### config.mk
export PLATFORM = sky130hd
export DESIGN_NAME = mem_port_arbiter_flat
export DESIGN_NICKNAME = d
export VERILOG_FILES = /design/src/rtl/rv32i_pkg.sv /design/src/rtl/mem_port_arbiter_if.sv /design/src/rtl/arb_timeout_ctr.sv /design/src/rtl/mem_port_arbiter.sv /design/src/flat_wrapper.sv
export SDC_FILE = /design/constraint.sdc
export NUM_CORES = 1
export LEC_CHECK = 0
export ABC_AREA = 1
export CAP_MARGIN = 40
export CORE_UTILIZATION = 44
export CTS_CLUSTER_DIAMETER = 100
export DETAILED_ROUTE_END_ITERATION = 10
export PLACE_DENSITY = 0.8
export SLEW_MARGIN = 20
export SYNTH_ARGS = -nofsm -noshare
export SYNTH_HDL_FRONTEND = slang
export SYNTH_SLANG_ARGS = --single-unit
### constraint.sdc
create_clock -name clk -period 7 [get_ports clk]
set_input_delay 1.4 -clock clk [delete_from_list [all_inputs] [get_ports clk]]
set_output_delay 1.4 -clock clk [all_outputs]
set_load 0.05 [all_outputs]
### src/rtl/rv32i_pkg.sv
// Shared RV32I definitions: access sizes, arbiter
// states and the alignment rule used by MEM and the arbiter.
package rv32i_pkg;

  localparam logic [1:0] SZ_BYTE = 2'b00;
  localparam logic [1:0] SZ_HALF = 2'b01;
  localparam logic [1:0] SZ_WORD = 2'b10;

  typedef enum logic [1:0] {
    ARB_IDLE,
    ARB_WAIT_I,
    ARB_WAIT_D,
    ARB_MISAL
  } arb_state_e;

  // Size 11 is treated as a word access.
  function automatic logic is_misaligned(
    input logic [1:0] size,
    input logic [1:0] lsb
  );
    case (size)
      SZ_BYTE: return 1'b0;
      SZ_HALF: return lsb[0];
      default: return |lsb;
    endcase
  endfunction

endpackage

### src/rtl/mem_port_arbiter_if.sv
// Fetch, data and memory-side signals of the shared
// memory port, grouped for the arbiter and its environment.
interface mem_port_arbiter_if #(
  parameter int AW = 32,
  parameter int DW = 32
);
  logic          if_req;
  logic [AW-1:0] if_addr;
  logic          if_gnt;
  logic          if_rvalid;
  logic [DW-1:0] if_rdata;

  logic          d_req;
  logic          d_we;
  logic [1:0]    d_size;
  logic [AW-1:0] d_addr;
  logic [DW-1:0] d_wdata;
  logic          d_gnt;
  logic          d_rvalid;
  logic [DW-1:0] d_rdata;
  logic          d_misalign;

  logic          m_req;
  logic          m_we;
  logic [1:0]    m_size;
  logic [AW-1:0] m_addr;
  logic [DW-1:0] m_wdata;
  logic          m_ack;
  logic [DW-1:0] m_rdata;

  modport master (
    input  if_req, if_addr,
    input  d_req, d_we, d_size,
    input  d_addr, d_wdata,
    input  m_ack, m_rdata,
    output if_gnt, if_rvalid, if_rdata,
    output d_gnt, d_rvalid, d_rdata,
    output d_misalign,
    output m_req, m_we, m_size,
    output m_addr, m_wdata
  );

  modport slave (
    output if_req, if_addr,
    output d_req, d_we, d_size,
    output d_addr, d_wdata,
    output m_ack, m_rdata,
    input  if_gnt, if_rvalid, if_rdata,
    input  d_gnt, d_rvalid, d_rdata,
    input  d_misalign,
    input  m_req, m_we, m_size,
    input  m_addr, m_wdata
  );

endinterface

### src/rtl/arb_timeout_ctr.sv
// Cycle counter for one memory transaction;
// o_tc flags the last cycle before abort.
module arb_timeout_ctr #(
  parameter int TC = 64
) (
  input  logic clk,
  input  logic rst,
  input  logic i_clr,
  input  logic i_en,
  output logic o_tc
);

  localparam int W = (TC > 1) ? $clog2(TC) : 1;

  logic [W-1:0] r_cnt;

  // Clear wins over count so a back-to-back launch restarts at 0.
  always_ff @(posedge clk or posedge rst) begin
    if (rst) begin
      r_cnt <= '0;
    end else if (i_clr) begin
      r_cnt <= '0;
    end else if (i_en) begin
      r_cnt <= r_cnt + W'(1);
    end
  end

  assign o_tc = (r_cnt == W'(TC - 1));

endmodule

### src/rtl/mem_port_arbiter.sv
// Shares one memory port between fetch and MEM:
// data first, fetch starvation guard, timeout, misalign.
module mem_port_arbiter
  import rv32i_pkg::*;
#(
  parameter int AW              = 32,
  parameter int DW              = 32,
  parameter int MAX_DATA_STREAK = 4,
  parameter int TIMEOUT         = 64
) (
  input  logic               clk,
  input  logic               reset,
  mem_port_arbiter_if.master bus,
  output logic               err,
  output logic               busy
);

  localparam int SW = $clog2(MAX_DATA_STREAK + 1);
  localparam logic [SW-1:0] SMAX = SW'(MAX_DATA_STREAK);

  arb_state_e    r_state, w_state;
  logic [SW-1:0] r_streak, w_streak;
  logic          r_m_req, w_m_req;
  logic          r_m_we, w_m_we;
  logic [1:0]    r_m_size, w_m_size;
  logic [AW-1:0] r_m_addr, w_m_addr;
  logic [DW-1:0] r_m_wdata, w_m_wdata;
  logic          r_if_gnt, w_if_gnt;
  logic          r_if_rvalid, w_if_rvalid;
  logic [DW-1:0] r_if_rdata, w_if_rdata;
  logic          r_d_gnt, w_d_gnt;
  logic          r_d_rvalid, w_d_rvalid;
  logic [DW-1:0] r_d_rdata, w_d_rdata;
  logic          r_d_mis, w_d_mis;
  logic          r_err, w_err;
  logic          r_busy, w_busy;

  logic w_arb;
  logic w_clr;
  logic w_tc;
  logic w_waiting;
  logic w_pick_d;
  logic w_pick_i;

  assign w_waiting = (r_state == ARB_WAIT_I) ||
                     (r_state == ARB_WAIT_D);

  // Fetch takes the slot only once data has hogged it.
  assign w_pick_d = bus.d_req &&
                    !(bus.if_req && r_streak == SMAX);
  assign w_pick_i = bus.if_req && !w_pick_d;

  arb_timeout_ctr #(
    .TC(TIMEOUT)
  ) u_tmr (
    .clk  (clk),
    .rst  (reset),
    .i_clr(w_clr),
    .i_en (w_waiting),
    .o_tc (w_tc)
  );

  // Registered state and every output.
  always_ff @(posedge clk or posedge reset) begin
    if (reset) begin
      r_state     <= ARB_IDLE;
      r_streak    <= '0;
      r_m_req     <= 1'b0;
      r_m_we      <= 1'b0;
      r_m_size    <= '0;
      r_m_addr    <= '0;
      r_m_wdata   <= '0;
      r_if_gnt    <= 1'b0;
      r_if_rvalid <= 1'b0;
      r_if_rdata  <= '0;
      r_d_gnt     <= 1'b0;
      r_d_rvalid  <= 1'b0;
      r_d_rdata   <= '0;
      r_d_mis     <= 1'b0;
      r_err       <= 1'b0;
      r_busy      <= 1'b0;
    end else begin
      r_state     <= w_state;
      r_streak    <= w_streak;
      r_m_req     <= w_m_req;
      r_m_we      <= w_m_we;
      r_m_size    <= w_m_size;
      r_m_addr    <= w_m_addr;
      r_m_wdata   <= w_m_wdata;
      r_if_gnt    <= w_if_gnt;
      r_if_rvalid <= w_if_rvalid;
      r_if_rdata  <= w_if_rdata;
      r_d_gnt     <= w_d_gnt;
      r_d_rvalid  <= w_d_rvalid;
      r_d_rdata   <= w_d_rdata;
      r_d_mis     <= w_d_mis;
      r_err       <= w_err;
      r_busy      <= w_busy;
    end
  end

  // Completion, timeout and arbitration/launch decisions.
  always_comb begin
    w_state     = r_state;
    w_streak    = r_streak;
    w_m_req     = r_m_req;
    w_m_we      = r_m_we;
    w_m_size    = r_m_size;
    w_m_addr    = r_m_addr;
    w_m_wdata   = r_m_wdata;
    w_if_gnt    = 1'b0;
    w_if_rvalid = 1'b0;
    w_if_rdata  = r_if_rdata;
    w_d_gnt     = 1'b0;
    w_d_rvalid  = 1'b0;
    w_d_rdata   = r_d_rdata;
    w_d_mis     = 1'b0;
    w_err       = r_err;
    w_arb       = 1'b0;
    w_clr       = 1'b0;

    case (r_state)
      ARB_IDLE: w_arb = 1'b1;
      ARB_WAIT_I, ARB_WAIT_D: begin
        if (bus.m_ack || w_tc) begin
          w_m_req = 1'b0;
          w_state = ARB_IDLE;
          w_arb   = bus.m_ack;
          w_err   = r_err | ~bus.m_ack;
          if (r_state == ARB_WAIT_I) begin
            w_if_rvalid = 1'b1;
            w_if_rdata  = bus.m_ack ? bus.m_rdata : '0;
          end else begin
            w_d_rvalid = 1'b1;
            w_d_rdata  = (bus.m_ack && !r_m_we) ?
                         bus.m_rdata : '0;
          end
        end
      end
      ARB_MISAL: begin
        w_d_rvalid = 1'b1;
        w_d_mis    = 1'b1;
        w_d_rdata  = '0;
        w_state    = ARB_IDLE;
      end
      default: w_state = ARB_IDLE;
    endcase

    if (w_arb) begin
      if (w_pick_d && bus.if_req) begin
        w_streak = (r_streak == SMAX) ?
                   r_streak : r_streak + SW'(1);
      end else begin
        w_streak = '0;
      end

      if (w_pick_d) begin
        w_d_gnt = 1'b1;
        if (is_misaligned(bus.d_size, bus.d_addr[1:0])) begin
          w_state = ARB_MISAL;
          w_m_req = 1'b0;
        end else begin
          w_state   = ARB_WAIT_D;
          w_m_req   = 1'b1;
          w_m_we    = bus.d_we;
          w_m_size  = (bus.d_size == 2'b11) ?
                      SZ_WORD : bus.d_size;
          w_m_addr  = bus.d_addr;
          w_m_wdata = bus.d_wdata;
          w_clr     = 1'b1;
        end
      end else if (w_pick_i) begin
        w_if_gnt  = 1'b1;
        w_state   = ARB_WAIT_I;
        w_m_req   = 1'b1;
        w_m_we    = 1'b0;
        w_m_size  = SZ_WORD;
        w_m_addr  = bus.if_addr;
        w_m_wdata = '0;
        w_clr     = 1'b1;
      end
    end

    w_busy = (w_state != ARB_IDLE);
  end

  assign bus.m_req      = r_m_req;
  assign bus.m_we       = r_m_we;
  assign bus.m_size     = r_m_size;
  assign bus.m_addr     = r_m_addr;
  assign bus.m_wdata    = r_m_wdata;
  assign bus.if_gnt     = r_if_gnt;
  assign bus.if_rvalid  = r_if_rvalid;
  assign bus.if_rdata   = r_if_rdata;
  assign bus.d_gnt      = r_d_gnt;
  assign bus.d_rvalid   = r_d_rvalid;
  assign bus.d_rdata    = r_d_rdata;
  assign bus.d_misalign = r_d_mis;
  assign err            = r_err;
  assign busy           = r_busy;

endmodule
### src/flat_wrapper.sv
// flat-port wrapper written by rule: the top's interface ports become plain ports
module mem_port_arbiter_flat import rv32i_pkg::*;
#(
  parameter int AW              = 32,
  parameter int DW              = 32,
  parameter int MAX_DATA_STREAK = 4,
  parameter int TIMEOUT         = 64
)
  (clk, reset, err, busy, bus_if_req, bus_if_addr, bus_d_req, bus_d_we, bus_d_size, bus_d_addr, bus_d_wdata, bus_m_ack, bus_m_rdata, bus_if_gnt, bus_if_rvalid, bus_if_rdata, bus_d_gnt, bus_d_rvalid, bus_d_rdata, bus_d_misalign, bus_m_req, bus_m_we, bus_m_size, bus_m_addr, bus_m_wdata);
  mem_port_arbiter_if #(.AW(AW), .DW(DW)) bus_i ();
  input  logic clk;
  input  logic reset;
  output logic err;
  output logic busy;
  input wire logic [$bits(bus_i.if_req)-1:0] bus_if_req;
  input wire logic [$bits(bus_i.if_addr)-1:0] bus_if_addr;
  input wire logic [$bits(bus_i.d_req)-1:0] bus_d_req;
  input wire logic [$bits(bus_i.d_we)-1:0] bus_d_we;
  input wire logic [$bits(bus_i.d_size)-1:0] bus_d_size;
  input wire logic [$bits(bus_i.d_addr)-1:0] bus_d_addr;
  input wire logic [$bits(bus_i.d_wdata)-1:0] bus_d_wdata;
  input wire logic [$bits(bus_i.m_ack)-1:0] bus_m_ack;
  input wire logic [$bits(bus_i.m_rdata)-1:0] bus_m_rdata;
  output wire logic [$bits(bus_i.if_gnt)-1:0] bus_if_gnt;
  output wire logic [$bits(bus_i.if_rvalid)-1:0] bus_if_rvalid;
  output wire logic [$bits(bus_i.if_rdata)-1:0] bus_if_rdata;
  output wire logic [$bits(bus_i.d_gnt)-1:0] bus_d_gnt;
  output wire logic [$bits(bus_i.d_rvalid)-1:0] bus_d_rvalid;
  output wire logic [$bits(bus_i.d_rdata)-1:0] bus_d_rdata;
  output wire logic [$bits(bus_i.d_misalign)-1:0] bus_d_misalign;
  output wire logic [$bits(bus_i.m_req)-1:0] bus_m_req;
  output wire logic [$bits(bus_i.m_we)-1:0] bus_m_we;
  output wire logic [$bits(bus_i.m_size)-1:0] bus_m_size;
  output wire logic [$bits(bus_i.m_addr)-1:0] bus_m_addr;
  output wire logic [$bits(bus_i.m_wdata)-1:0] bus_m_wdata;
  assign bus_i.if_req = bus_if_req;
  assign bus_i.if_addr = bus_if_addr;
  assign bus_i.d_req = bus_d_req;
  assign bus_i.d_we = bus_d_we;
  assign bus_i.d_size = bus_d_size;
  assign bus_i.d_addr = bus_d_addr;
  assign bus_i.d_wdata = bus_d_wdata;
  assign bus_i.m_ack = bus_m_ack;
  assign bus_i.m_rdata = bus_m_rdata;
  assign bus_if_gnt = bus_i.if_gnt;
  assign bus_if_rvalid = bus_i.if_rvalid;
  assign bus_if_rdata = bus_i.if_rdata;
  assign bus_d_gnt = bus_i.d_gnt;
  assign bus_d_rvalid = bus_i.d_rvalid;
  assign bus_d_rdata = bus_i.d_rdata;
  assign bus_d_misalign = bus_i.d_misalign;
  assign bus_m_req = bus_i.m_req;
  assign bus_m_we = bus_i.m_we;
  assign bus_m_size = bus_i.m_size;
  assign bus_m_addr = bus_i.m_addr;
  assign bus_m_wdata = bus_i.m_wdata;
  mem_port_arbiter #(.AW(AW), .DW(DW), .MAX_DATA_STREAK(MAX_DATA_STREAK), .TIMEOUT(TIMEOUT)) u_core (.clk(clk), .reset(reset), .bus(bus_i), .err(err), .busy(busy));
endmodule
==> metrics.md <==
| Metric | Value |
|---|---|
| Status | `completed` |
| Chip Width | `127 µm` |
| Logic gate share of total power | `0.555` |
| Fmax | `0.252 GHz` |
| Final hold viol count | `0` |
| Area occupied by registers | `3750 µm²` |
| Net Switching | `2760 µW` |
| Initial antenna violation count | `1` |
| Initial core utilization | `0.452` |
| Cell Pwr Density | `542 nW/µm²` |
| Clock power share | `0.182` |
| CTS buffer count | `17` |
| Routed WL | `19100 µm` |
| 1st-pass router iterations | `4` |
| Critical path arrival | `4320 ps` |
| GRT Total Usage | `0.245` |
| Post-DP HPWL | `13500 µm` |
| Worst Path Max Fanout | `46` |
| Hold-fix buffer count after cts | `0` |
| Synthesis-to-layout area growth | `49.7%` |
| Syn_nets | `986` |
| Drt wl/cell | `14.5 µm` |
| Cell variety after synth | `32` |
| Flop pwr share | `0.263` |
| Clk sinks | `150` |
| Leak pwr | `0.00520 µW` |
| Clock Latency Late Sink | `420 ps` |
| CTS resizes | `0` |
| Clock Path Buffers | `2` |
| Worst-Margin Slew | `780 ps` |
| Top cell type by total area after synthesis | `dfrtp_1` |
| Final GP Congestion | `0.805` |
| Top cells by area, synth | `dfrtp_1, nand2_1, o21ai_0` |
| Req. time, crit path | `7360 ps` |
| Top-area cell type share of the netlist area | `0.544` |
| TritonCTS clock tree | `done` |
| Fill cells | `1235` |
| Most common cell in the netlist | `nand2_1` |
| Avg Inst Size Synth | `8.17 µm²` |
| Total Neg Setup Slack | `0 ps` |
| Htree depth | `4` |
| Setup crit start kind | `primary input` |
| Grt ovf | `0` |
| First-pass GRT wire length | `30400 µm` |
| Yosys reg bits | `150` |
| Worst VDD drop | `337 µV` |
| Initial drt markers | `424` |
| Fin crit share | `0.567` |
| Final clock skew | `7.28 ps` |
| Max-cap violations | `0` |
| Critical setup path kind | `in2reg` |
| Rel. slew slack | `0.479` |
| Vias per cell | `4.77` |
| Root Buffer Master | `clkbuf_16` |
| Commonest cells post-synth | `nand2_1, dfrtp_1, inv_1` |
| Area of the multi-input gates | `2620 µm²` |
| RSZ-0062 raised after global routing | `no` |
| Die area | `16200 µm²` |
| Origin of the critical flop-to-flop path | `u_core.r_streak[0]$_DFFE_PP0P_` |
| Switching Share | `0.492` |
| Sequential share of the synthesized area | `0.544` |
| Synthesis Warnings | `0` |
| Type of destination of the critical path | `flop` |
| Post-Synthesis Cells | `844` |
| Die Ht | `127 µm` |
| Layout cells sized above 1 | `0.0587` |
| Synthesized area | `6900 µm²` |
| Most used DFF post-synth | `dfrtp_1` |
| Postcts setup bufs | `0` |
| Port bufs | `274` |
| Min-Delay Path Class | `reg2reg` |
| Slew Viols, Final | `0` |
| Number of flops mapped to enable cells by yosys | `0` |
| Worst-path clk slew | `60 ps` |
| Final ANT Viol Nets | `0` |
| Hold path startpoint | `u_core.bus.m_addr[8]$_DFFE_PP0P_` |
| Drc violations | `0` |
| Endpoints failing setup | `0` |
| Synth async-reset ratio | `1.00` |
| Core ar. | `15300 µm²` |
| Largest net degree at the start of global routing | `82` |
| Int Power | `2850 µW` |
| Vias in the first global route | `5964` |
| Final net count | `1237` |
| Pwr Total | `5600 µW` |
| Vias | `6286` |
| WHS | `471 ps` |
| Standard-cell rows | `45` |
| I/O Pins | `275` |
| Worst Setup SP | `bus_if_req` |
| Worst hold path depth | `2` |
| Reg2Reg Depth | `11` |
| Final worst path period need | `3970 ps` |
critical path, stage by stage:
cell             delay [ps]
clkdlybuf4s50_1         510
nand3_2                 140
nand2_4                 250
inv_2                   520
buf_12                  270
nand3_1                 110
nand3_2                 350
buf_4                   490
nand2_1                 130
nand2_1                 100
power by group through the flow:
stage          clock network [µW]  registers [µW]  logic [µW]
6_report                     1020            1470        3110
3_5_place_dp                    0            1480        3130
3_3_place_gp                    0            1470        3080
4_1_cts                      1040            1470        3140
2_1_floorplan                   0            2700         899
5_1_grt                      1080            1510        3310
stage by stage:
step	setup slack [ps]	util	std cells	instance area, µm²
floorplan	1560	-	844	6900
global placement	2450	0.630	1285	9620
detailed placement	2600	0.634	1287	9670
CTS	3020	0.677	1318	10300
global route	2800	0.677	1319	10300
finish	3030	0.677	1319	10300
area by class of cell:
type | instances | area share
flip-flops and latches | 150 | 0.363
repair buffers | 280 | 0.273
multi-input cells | 593 | 0.254
clock buffers | 21 | 0.0455
well taps | 211 | 0.0256
inverters | 53 | 0.0200
clock inverters | 10 | 0.0185
diodes | 1 | 0.000242
worst paths after layout:
| path | slack [ps] | to |
|---|---|---|
| worst min-delay path | 470 | u_core.bus.m_addr[8]$_DFFE_PP0P_ |
| max in group asynchronous | 4800 | u_core.bus.d_rdata[2]$_DFFE_PP0P_ |
| worst max-delay path | 3030 | u_core.bus.m_wdata[17]$_DFFE_PP0P_ |
| worst max register to register | 3960 | u_core.bus.m_wdata[17]$_DFFE_PP0P_ |
| min in group asynchronous | 1270 | u_core.err$_DFFE_PP0P_ |
| worst min register to register | 470 | u_core.bus.m_addr[8]$_DFFE_PP0P_ |
cells by family after synthesis:
group	Yosys count	synth area share
flops	150	0.544
fa+ha+maj	6	0.0109
simple gates	506	0.306
xor+xnor	5	0.00635
mux	1	0.00145
compound gates	75	0.0555
buf+inv	101	0.0762
sequential cells by signal, indices dropped and copies added (netlist names), 2 cells and up:
signal and flops:
u_core.bus.m_addr 32, u_core.u_tmr.r_cnt 6, u_core.bus.if_rdata 32, u_core.r_streak 3, u_core.bus.m_wdata 32, u_core.bus.m_size 2
u_core.r_state 2, u_core.bus.d_rdata 32
metal layers:
layer  wire length, µm  vias up  part of all wire  GRT usage
met5                 0        -                 0          0
met4               599        0             0.031      0.113
met3              1420       35             0.074     0.0699
met2              9440      249              0.49      0.420
met1              7690     2909              0.40      0.284
li1                  -     3093                 -          -
layout by cell type (no fill, tap or decap), drive strengths merged:
master         instances
bufinv                 5
nand4                  1
clkinvlp               2
ha                     6
clkbuf                21
buf                    6
nand3                 43
nor3                   1
o21ai                 69
nor2                  14
a21boi                 2
dfrtp                150
mux2i                  1
nand2                445
xor2                   4
xnor2                  1
diode                  1
nor3b                  1
o21bai                 1
or2                    1
a21oi                  3
inv                   56
clkdlybuf4s50        274
(Power assumes the default switching activity.)
